**config.mk**
```make
export PLATFORM = sky130hd
export DESIGN_NAME = instruction_loader
export DESIGN_NICKNAME = d
export VERILOG_FILES = /design/src/rtl/instruction_loader.sv
export SDC_FILE = /design/constraint.sdc
export NUM_CORES = 1
export LEC_CHECK = 0
export BUFFER_PORTS_ARGS = -buffer_cell sky130_fd_sc_hd__buf_2
export CORE_MARGIN = 5
export CORE_UTILIZATION = 40
export DETAILED_ROUTE_END_ITERATION = 10
export PLACE_DENSITY = 0.74
export SLEW_MARGIN = 20
export SYNTH_ARGS = -nofsm -noshare
export SYNTH_HDL_FRONTEND = slang
export SYNTH_SLANG_ARGS = --single-unit
export TNS_END_PERCENT = 100
```
**constraint.sdc**
```tcl
create_clock -name clock -period 2.2 [get_ports clock]
set_clock_uncertainty 0.2 [all_clocks]
set_input_delay 0.11 -clock clock [delete_from_list [all_inputs] [get_ports clock]]
set_output_delay 0.11 -clock clock [all_outputs]
set_load 0.02 [all_outputs]
```
**src/rtl/instruction_loader.sv**
```systemverilog
`default_nettype none
// ============================================================================
// Module      : instruction_loader
// Description : Assembles a big-endian byte stream into 32-bit instruction
//               words and writes them to instruction memory while holding the
//               CPU. Optional trailing XOR checksum byte when the macro
//               LOADER_CHECKSUM_EN is defined.
// Revision    : 1.0 - initial release
// ============================================================================
module instruction_loader #(
   parameter logic [31:0] BASE_ADDR = 32'h0000_0000
) (
   input  logic        clock,
   input  logic        reset,
   input  logic        start,
   input  logic [7:0]  word_count,
   input  logic        byte_valid,
   input  logic [7:0]  byte_data,
   output logic        byte_ready,
   output logic        imem_we,
   output logic [31:0] imem_addr,
   output logic [31:0] imem_wdata,
   output logic        cpu_hold,
   output logic        busy,
   output logic        done,
   output logic        error
);

`ifdef LOADER_CHECKSUM_EN
   typedef enum logic [2:0] {
      IDLE  = 3'd0,
      RECV  = 3'd1,
      WRITE = 3'd2,
      DONE  = 3'd3,
      CHECK = 3'd4
   } state_t;
`else
   typedef enum logic [2:0] {
      IDLE  = 3'd0,
      RECV  = 3'd1,
      WRITE = 3'd2,
      DONE  = 3'd3
   } state_t;
`endif

   state_t      state;
   logic [7:0]  words_left;
   logic [1:0]  byte_cnt;
   logic        byte_take;

`ifdef LOADER_CHECKSUM_EN
   logic [7:0]  xsum;
   logic        err_q;

   assign error = err_q;
`else
   assign error = 1'b0;
`endif

   assign byte_take = byte_valid && byte_ready;
   assign cpu_hold  = busy;

   // Outputs are registered and updated together with the state they belong to.
   always_ff @(posedge clock or posedge reset) begin
      if (reset) begin
         state      <= IDLE;
         byte_ready <= 1'b0;
         imem_we    <= 1'b0;
         busy       <= 1'b0;
         done       <= 1'b0;
         imem_addr  <= BASE_ADDR;
         imem_wdata <= 32'h0000_0000;
         byte_cnt   <= 2'd0;
         words_left <= 8'd0;
`ifdef LOADER_CHECKSUM_EN
         xsum       <= 8'h00;
         err_q      <= 1'b0;
`endif
      end else begin
         imem_we <= 1'b0;
         done    <= 1'b0;
         case (state)
            IDLE: begin
               if (start) begin
                  words_left <= word_count;
                  byte_cnt   <= 2'd0;
                  imem_addr  <= BASE_ADDR;
                  busy       <= 1'b1;
`ifdef LOADER_CHECKSUM_EN
                  xsum       <= 8'h00;
                  err_q      <= 1'b0;
`endif
                  if (word_count != 8'd0) begin
                     state      <= RECV;
                     byte_ready <= 1'b1;
                  end else begin
`ifdef LOADER_CHECKSUM_EN
                     state      <= CHECK;
                     byte_ready <= 1'b1;
`else
                     state      <= DONE;
                     done       <= 1'b1;
`endif
                  end
               end
            end

            RECV: begin
               if (byte_take) begin
                  imem_wdata <= {imem_wdata[23:0], byte_data};
                  byte_cnt   <= byte_cnt + 2'd1;
`ifdef LOADER_CHECKSUM_EN
                  xsum       <= xsum ^ byte_data;
`endif
                  if (byte_cnt == 2'd3) begin
                     state      <= WRITE;
                     byte_ready <= 1'b0;
                     imem_we    <= 1'b1;
                  end
               end
            end

            WRITE: begin
               // Address wraps naturally modulo 2^32.
               imem_addr  <= imem_addr + 32'd4;
               words_left <= words_left - 8'd1;
               if (words_left > 8'd1) begin
                  state      <= RECV;
                  byte_ready <= 1'b1;
               end else begin
`ifdef LOADER_CHECKSUM_EN
                  state      <= CHECK;
                  byte_ready <= 1'b1;
`else
                  state      <= DONE;
                  done       <= 1'b1;
`endif
               end
            end

`ifdef LOADER_CHECKSUM_EN
            CHECK: begin
               if (byte_take) begin
                  err_q      <= (byte_data != xsum);
                  state      <= DONE;
                  byte_ready <= 1'b0;
                  done       <= 1'b1;
               end
            end
`endif

            DONE: begin
               state <= IDLE;
               busy  <= 1'b0;
            end

            default: begin
               state      <= IDLE;
               byte_ready <= 1'b0;
               busy       <= 1'b0;
            end
         endcase
      end
   end

endmodule
`default_nettype wire

```
Yosys cells after proc, flatten, opt, wreduce, memory -nomap -nowiden
Index checks and enable logic that the tools add are counted.
W data, S select, Z words.
{ "totals": {"ff_bits": 81, "ram_bits": 0, "memories": 0, "output_inout_bits": 70, "rom_bits": 0, "latchBits": 0, "in_bits": 20} }
{ "op_classes": {"add_sub_neg": 3, "n_eq_ne": 9, "multipliers": 0, "order_cmp": 1, "n_mux": 28, "shifts": 0, "bitwise": 2, "reduce_logical": 12, "n_div": 0} }
{ "op_table": {"columns": ["cell", "count"], "rows": [
  ["$pmux W32 S2", 1],
  ["$add A32 B3 Y32 const B", 1],
  ["$mux W32", 1],
  ["$pmux W8 S2", 1],
  ["$mux W1", 12],
  ["$ne A2 B2 Y1 const B", 5],
  ["$mux W3", 3],
  ["$pmux W3 S3", 1],
  ["$gt A8 B1 Y1 const B", 1],
  ["$mux W2", 4],
  ["$mux W8", 1],
  ["$reduce_bool A8 Y1", 1],
  ["$sub A8 B1 Y8 const B", 1],
  ["$eq A3 B2 Y1 const B", 2],
  ["$reduce_and A2 Y1", 3],
  ["$reduce_and A3 Y1", 2],
  ["$reduce_and A6 Y1", 1],
  ["$pmux W1 S2", 2],
  ["$pmux W1 S4", 1],
  ["$pmux W2 S2", 1],
  ["$reduce_bool A2 Y1", 2],
  ["$eq A3 B1 Y1 const B", 1],
  ["$logic_not A3 Y1", 1],
  ["$add A2 B1 Y2 const B", 1],
  ["other kinds (4)", 5]
]} }

Depth between registers and ports, before layout
{ "depth": {"depth_word": 4, "mapped_depth": 8} }

Worst setup path before layout
Ideal clock, no wire load.
{ "synth_path": {"path_kind": "reg2reg", "from": "register state[0]", "to": "register imem_addr[15]", "synth_period_minus_slack_ns": 2.249, "slack_ns": -0.049, "t_required_ns": 1.922, "n_path_buf": 2, "arrival_ns": 1.971, "setup_time_ns": 0.078, "path_stages_with_launch": 9, "cell_sequence": "dfrtp_1 -> inv_1 -> ha_1 -> clkbuf_1 -> mux2_4 -> nand2_1 -> clkbuf_1 -> or4_1 -> a21oi_1"} }
{ "synth_between": {"elab_chain_len": 3} }
{ "synth_lines": {"columns": ["element", "line", "text"], "rows": [
  ["from (decl)", "46", "state_t state;"],
  ["from (signal assigned)", "66", "state <= IDLE;"],
  ["from (signal assigned)", "94", "state <= RECV;"],
  ["from (signal assigned)", "101", "state <= DONE;"],
  ["$eq A3 B2 Y1 / $logic_not A3 Y1 (equally long branches)", "82", "case (state)"],
  ["$reduce_bool A2 Y1 (no line) / $ne A2 B2 Y1 (equally long branches)", null, null],
  ["$reduce_and A2 Y1 (no line)", null, null],
  ["to (signal assigned)", "125", "imem_addr <= imem_addr + 32'd4;"],
  ["to (decl)", "21", "output logic [31:0] imem_addr,"]
]} }
Parallel ways exist; a longest one is shown, timed or not.
A chain may end at the register's enable or synchronous reset.

Final worst setup path
{ "layout_path": {"from": "register imem_addr[13]", "to": "register imem_addr[21]"} }
{ "layout_between": {"elab_chain_len": 2} }
{ "layout_lines": {"columns": ["element", "line"], "rows": [
  ["$add A32 B3 Y32", "125"],
  ["$pmux W32 S2", "82"]
]} }
No other way between the ends.

==> flow_metrics.tcl <==
set metrics [dict create \
    syn_area_per_cell_um2 10.90 \
    dr.pass1.iters 4 \
    synth.distinct_cells 53 \
    post_synth_inst_count 357 \
    p_per_area_nw_per_um2 1142 \
    finalInstanceArea_um2 5061 \
    hold_viol 0 \
    setup_ws_ns 0.06468 \
    crit_required_ns 2.28 \
    drive_gt1_frac 0.3822 \
    layout_common_cells "86 x buf_2, 77 x dfrtp_1, 32 x mux2_2" \
    cts.reportedPaths.clkPinSlew_ns 0.09 \
    overflow 0 \
    setup.worst_path.end_class "flip-flop" \
    cts_max_path_buffers 2 \
    groute.usage.overall 0.1622 \
    synth_area_um2 3890 \
    critPathLaunchType "flip-flop" \
    cts_tree "done" \
    initial_core_util 0.4036 \
    vias_per_cell 5.220 \
    drc 0 \
    crit_arrival_ns 2.21 \
    drt.antenna.violating_nets 0 \
    yosysSeqAreaShare 0.5018 \
    dieArea_um2 11800 \
    clock-sinks 78 \
    final_common_cell "buf_2" \
    ys_warn_count 0 \
    drv_cap 0 \
    grt_pass1_wl_um 15230 \
    htreeDepth 3 \
    place_ws_ns -0.03122 \
    min_period_ns 2.135 \
    path_class "flip-flop to flip-flop" \
    finalSetupViolCount 0 \
    io_buffers 86 \
    vias 3221 \
    gp_congestion 0.8142 \
    status "complete, no violations" \
    min_path_type "input pin to flip-flop" \
    fillers 860 \
    rows 36 \
    io_pins 90 \
    die_width_um 108.6 \
    setup_tns_ns 0 \
    synthArstFlopShare 1.000 \
    ys_seq_elements 78 \
    drt_iter0_markers 120 \
    die_height_um 108.6 \
    cellLeakagePower_uw 0.002314 \
    syn_to_final_growth_pct 30.11 \
    drt-total-wl_um 9267 \
    hpwlAfterDp_um 6329 \
    antenna_found_initial 0 \
    nNetsFinal 508 \
    avgRoutedWirePerCell_um 15.02 \
    cts_buffers 9 \
    core-area_um2 9639 \
    root_buffer "clkbuf_8" \
    slowest_stage "or4_4" \
    ys.flop_type "dfrtp_1" \
    max_freq_mhz 468.3 \
    worstPathMaxFanout 28 \
    slew_viol_final 0 \
    ir_worst_vdd_mv 0.9278 \
    grt_pass1_vias 3192 \
    cpPeakStageDelay_ns 0.53 \
    clk_latency_ns 0.36 \
    period_share 0.9706 \
    synth_edf_count 0 \
    total_power_uw 5782 \
    grt_max_degree 79 \
    n_antenna_cell 0 \
    worstPathCellList "clkinvlp_4 > or4_4 > buf_12 > or4_1 > a21oi_1" \
    placed_cell_area_um2 4602 \
]
## sequential cells by signal, summed over array words and instances (netlist names)
register	flops
words_left	8
imem_wdata	32
done	1
busy	1
byte_ready	1
byte_cnt	2
imem_addr	30
state	2
imem_we	1
## power by group
part / switching, µW / total [µW] / internal, µW
sequential: 351 / 2220 / 1870
clock: 572 / 1110 / 538
combinational: 1390 / 2450 / 1070
## logic make-up (layout without fill, tap and decap cells)
family | Yosys count | in the layout | share of synthesized area
multiplexers | 46 | 46 | 0.1299
other | 1 | 3 | 0.0009640
adder cells (fa/ha/maj) | 9 | 9 | 0.02895
AND/OR/NAND/NOR | 123 | 123 | 0.1862
flip-flops | 78 | 78 | 0.5018
buffers and inverters | 35 | 160 | 0.04213
XOR/XNOR | 7 | 7 | 0.01576
AO/OA/AOI/OAI | 58 | 58 | 0.09425
## through the flow
step	utilization	std cells	hold slack, ns
floorplan	-	359	0.06058
global placement	0.4774	581	0.06244
detailed placement	0.4774	581	0.06871
CTS	0.5178	615	0.004671
global route	0.5251	617	0.03488
finish	0.5251	617	0.02953
## worst paths after layout
path	from	to	slack, ns	cells after the start
max in group asynchronous	reset	imem_wdata[16]$_DFFE_PP0P_	1.27	4
setup / recovery	imem_addr[13]$_DFFE_PP0P_	imem_addr[21]$_DFFE_PP0P_	0.06	5
hold reg to reg	imem_wdata[24]$_DFFE_PP0P_	imem_wdata[24]$_DFFE_PP0P_	0.31	1
min in group asynchronous	reset	imem_addr[10]$_DFFE_PP0P_	0.21	4
hold / removal	byte_valid	byte_cnt[1]$_DFFE_PP0P_	0.03	5
setup reg to reg	imem_addr[13]$_DFFE_PP0P_	imem_addr[21]$_DFFE_PP0P_	0.06	5
## routing by layer
layer	routed length [µm]	GRT usage	up-vias
met5	0	0	-
met4	154	0.05320	0
met3	682	0.06454	14
met2	4562	0.2652	94
met1	3868	0.1960	1588
li1	-	-	1525
## critical path: cells and delay by family, from the launching register on
kind,cells,cell delay [ns]
flops,1,0.40
buf+inv,2,0.30
compound gates,1,0.17
simple gates,2,1.00
## Yosys cell counts, drive strengths merged, types with 2 or more instances
master / count / area [µm²]
dfrtp: 78 / 1952
mux2: 33 / 375.4
nand2: 27 / 101.4
nor2: 21 / 78.83
a21oi: 19 / 95.09
nand3: 16 / 85.08
inv: 14 / 52.55
mux2i: 13 / 130.1
clkbuf: 12 / 45.04
nand2b: 12 / 75.07
o21ai: 11 / 55.05
nor4: 10 / 106.4
or4: 10 / 75.07
ha: 9 / 112.6
o31ai: 9 / 67.56
buf: 8 / 61.30
nor3: 5 / 25.02
nand4: 4 / 31.28
xnor2: 4 / 35.03
a31oi: 3 / 18.77
and4: 3 / 26.28
nor4b: 3 / 32.53
o22a: 3 / 26.28
o22ai: 3 / 18.77
xor2: 3 / 26.28
a22o: 2 / 17.52
and3: 2 / 12.51
nor2b: 2 / 12.51
nor3b: 2 / 15.01
or3: 2 / 12.51
## cell type report
cell class,instances,area [µm²],share of cell area
clock inverter,7,80.08,0.01582
multi-input combinational,246,1838,0.3632
inverter,15,63.81,0.01261
tap,133,166.4,0.03288
timing repair buffer,129,835.8,0.1651
clock buffer,9,123.9,0.02447
sequential,78,1953,0.3859
## what timing repair did
action / in CTS / in global routing
gates resized for setup: 2 / 12
buffers inserted: 0 / 2
hold buffers: 18 / 0
pin swaps: 0 / 1
setup endpoints to repair: 9 / 28
hold endpoints to repair: 96 / 0
No activity file was read; power rests on OpenSTA's default activity.
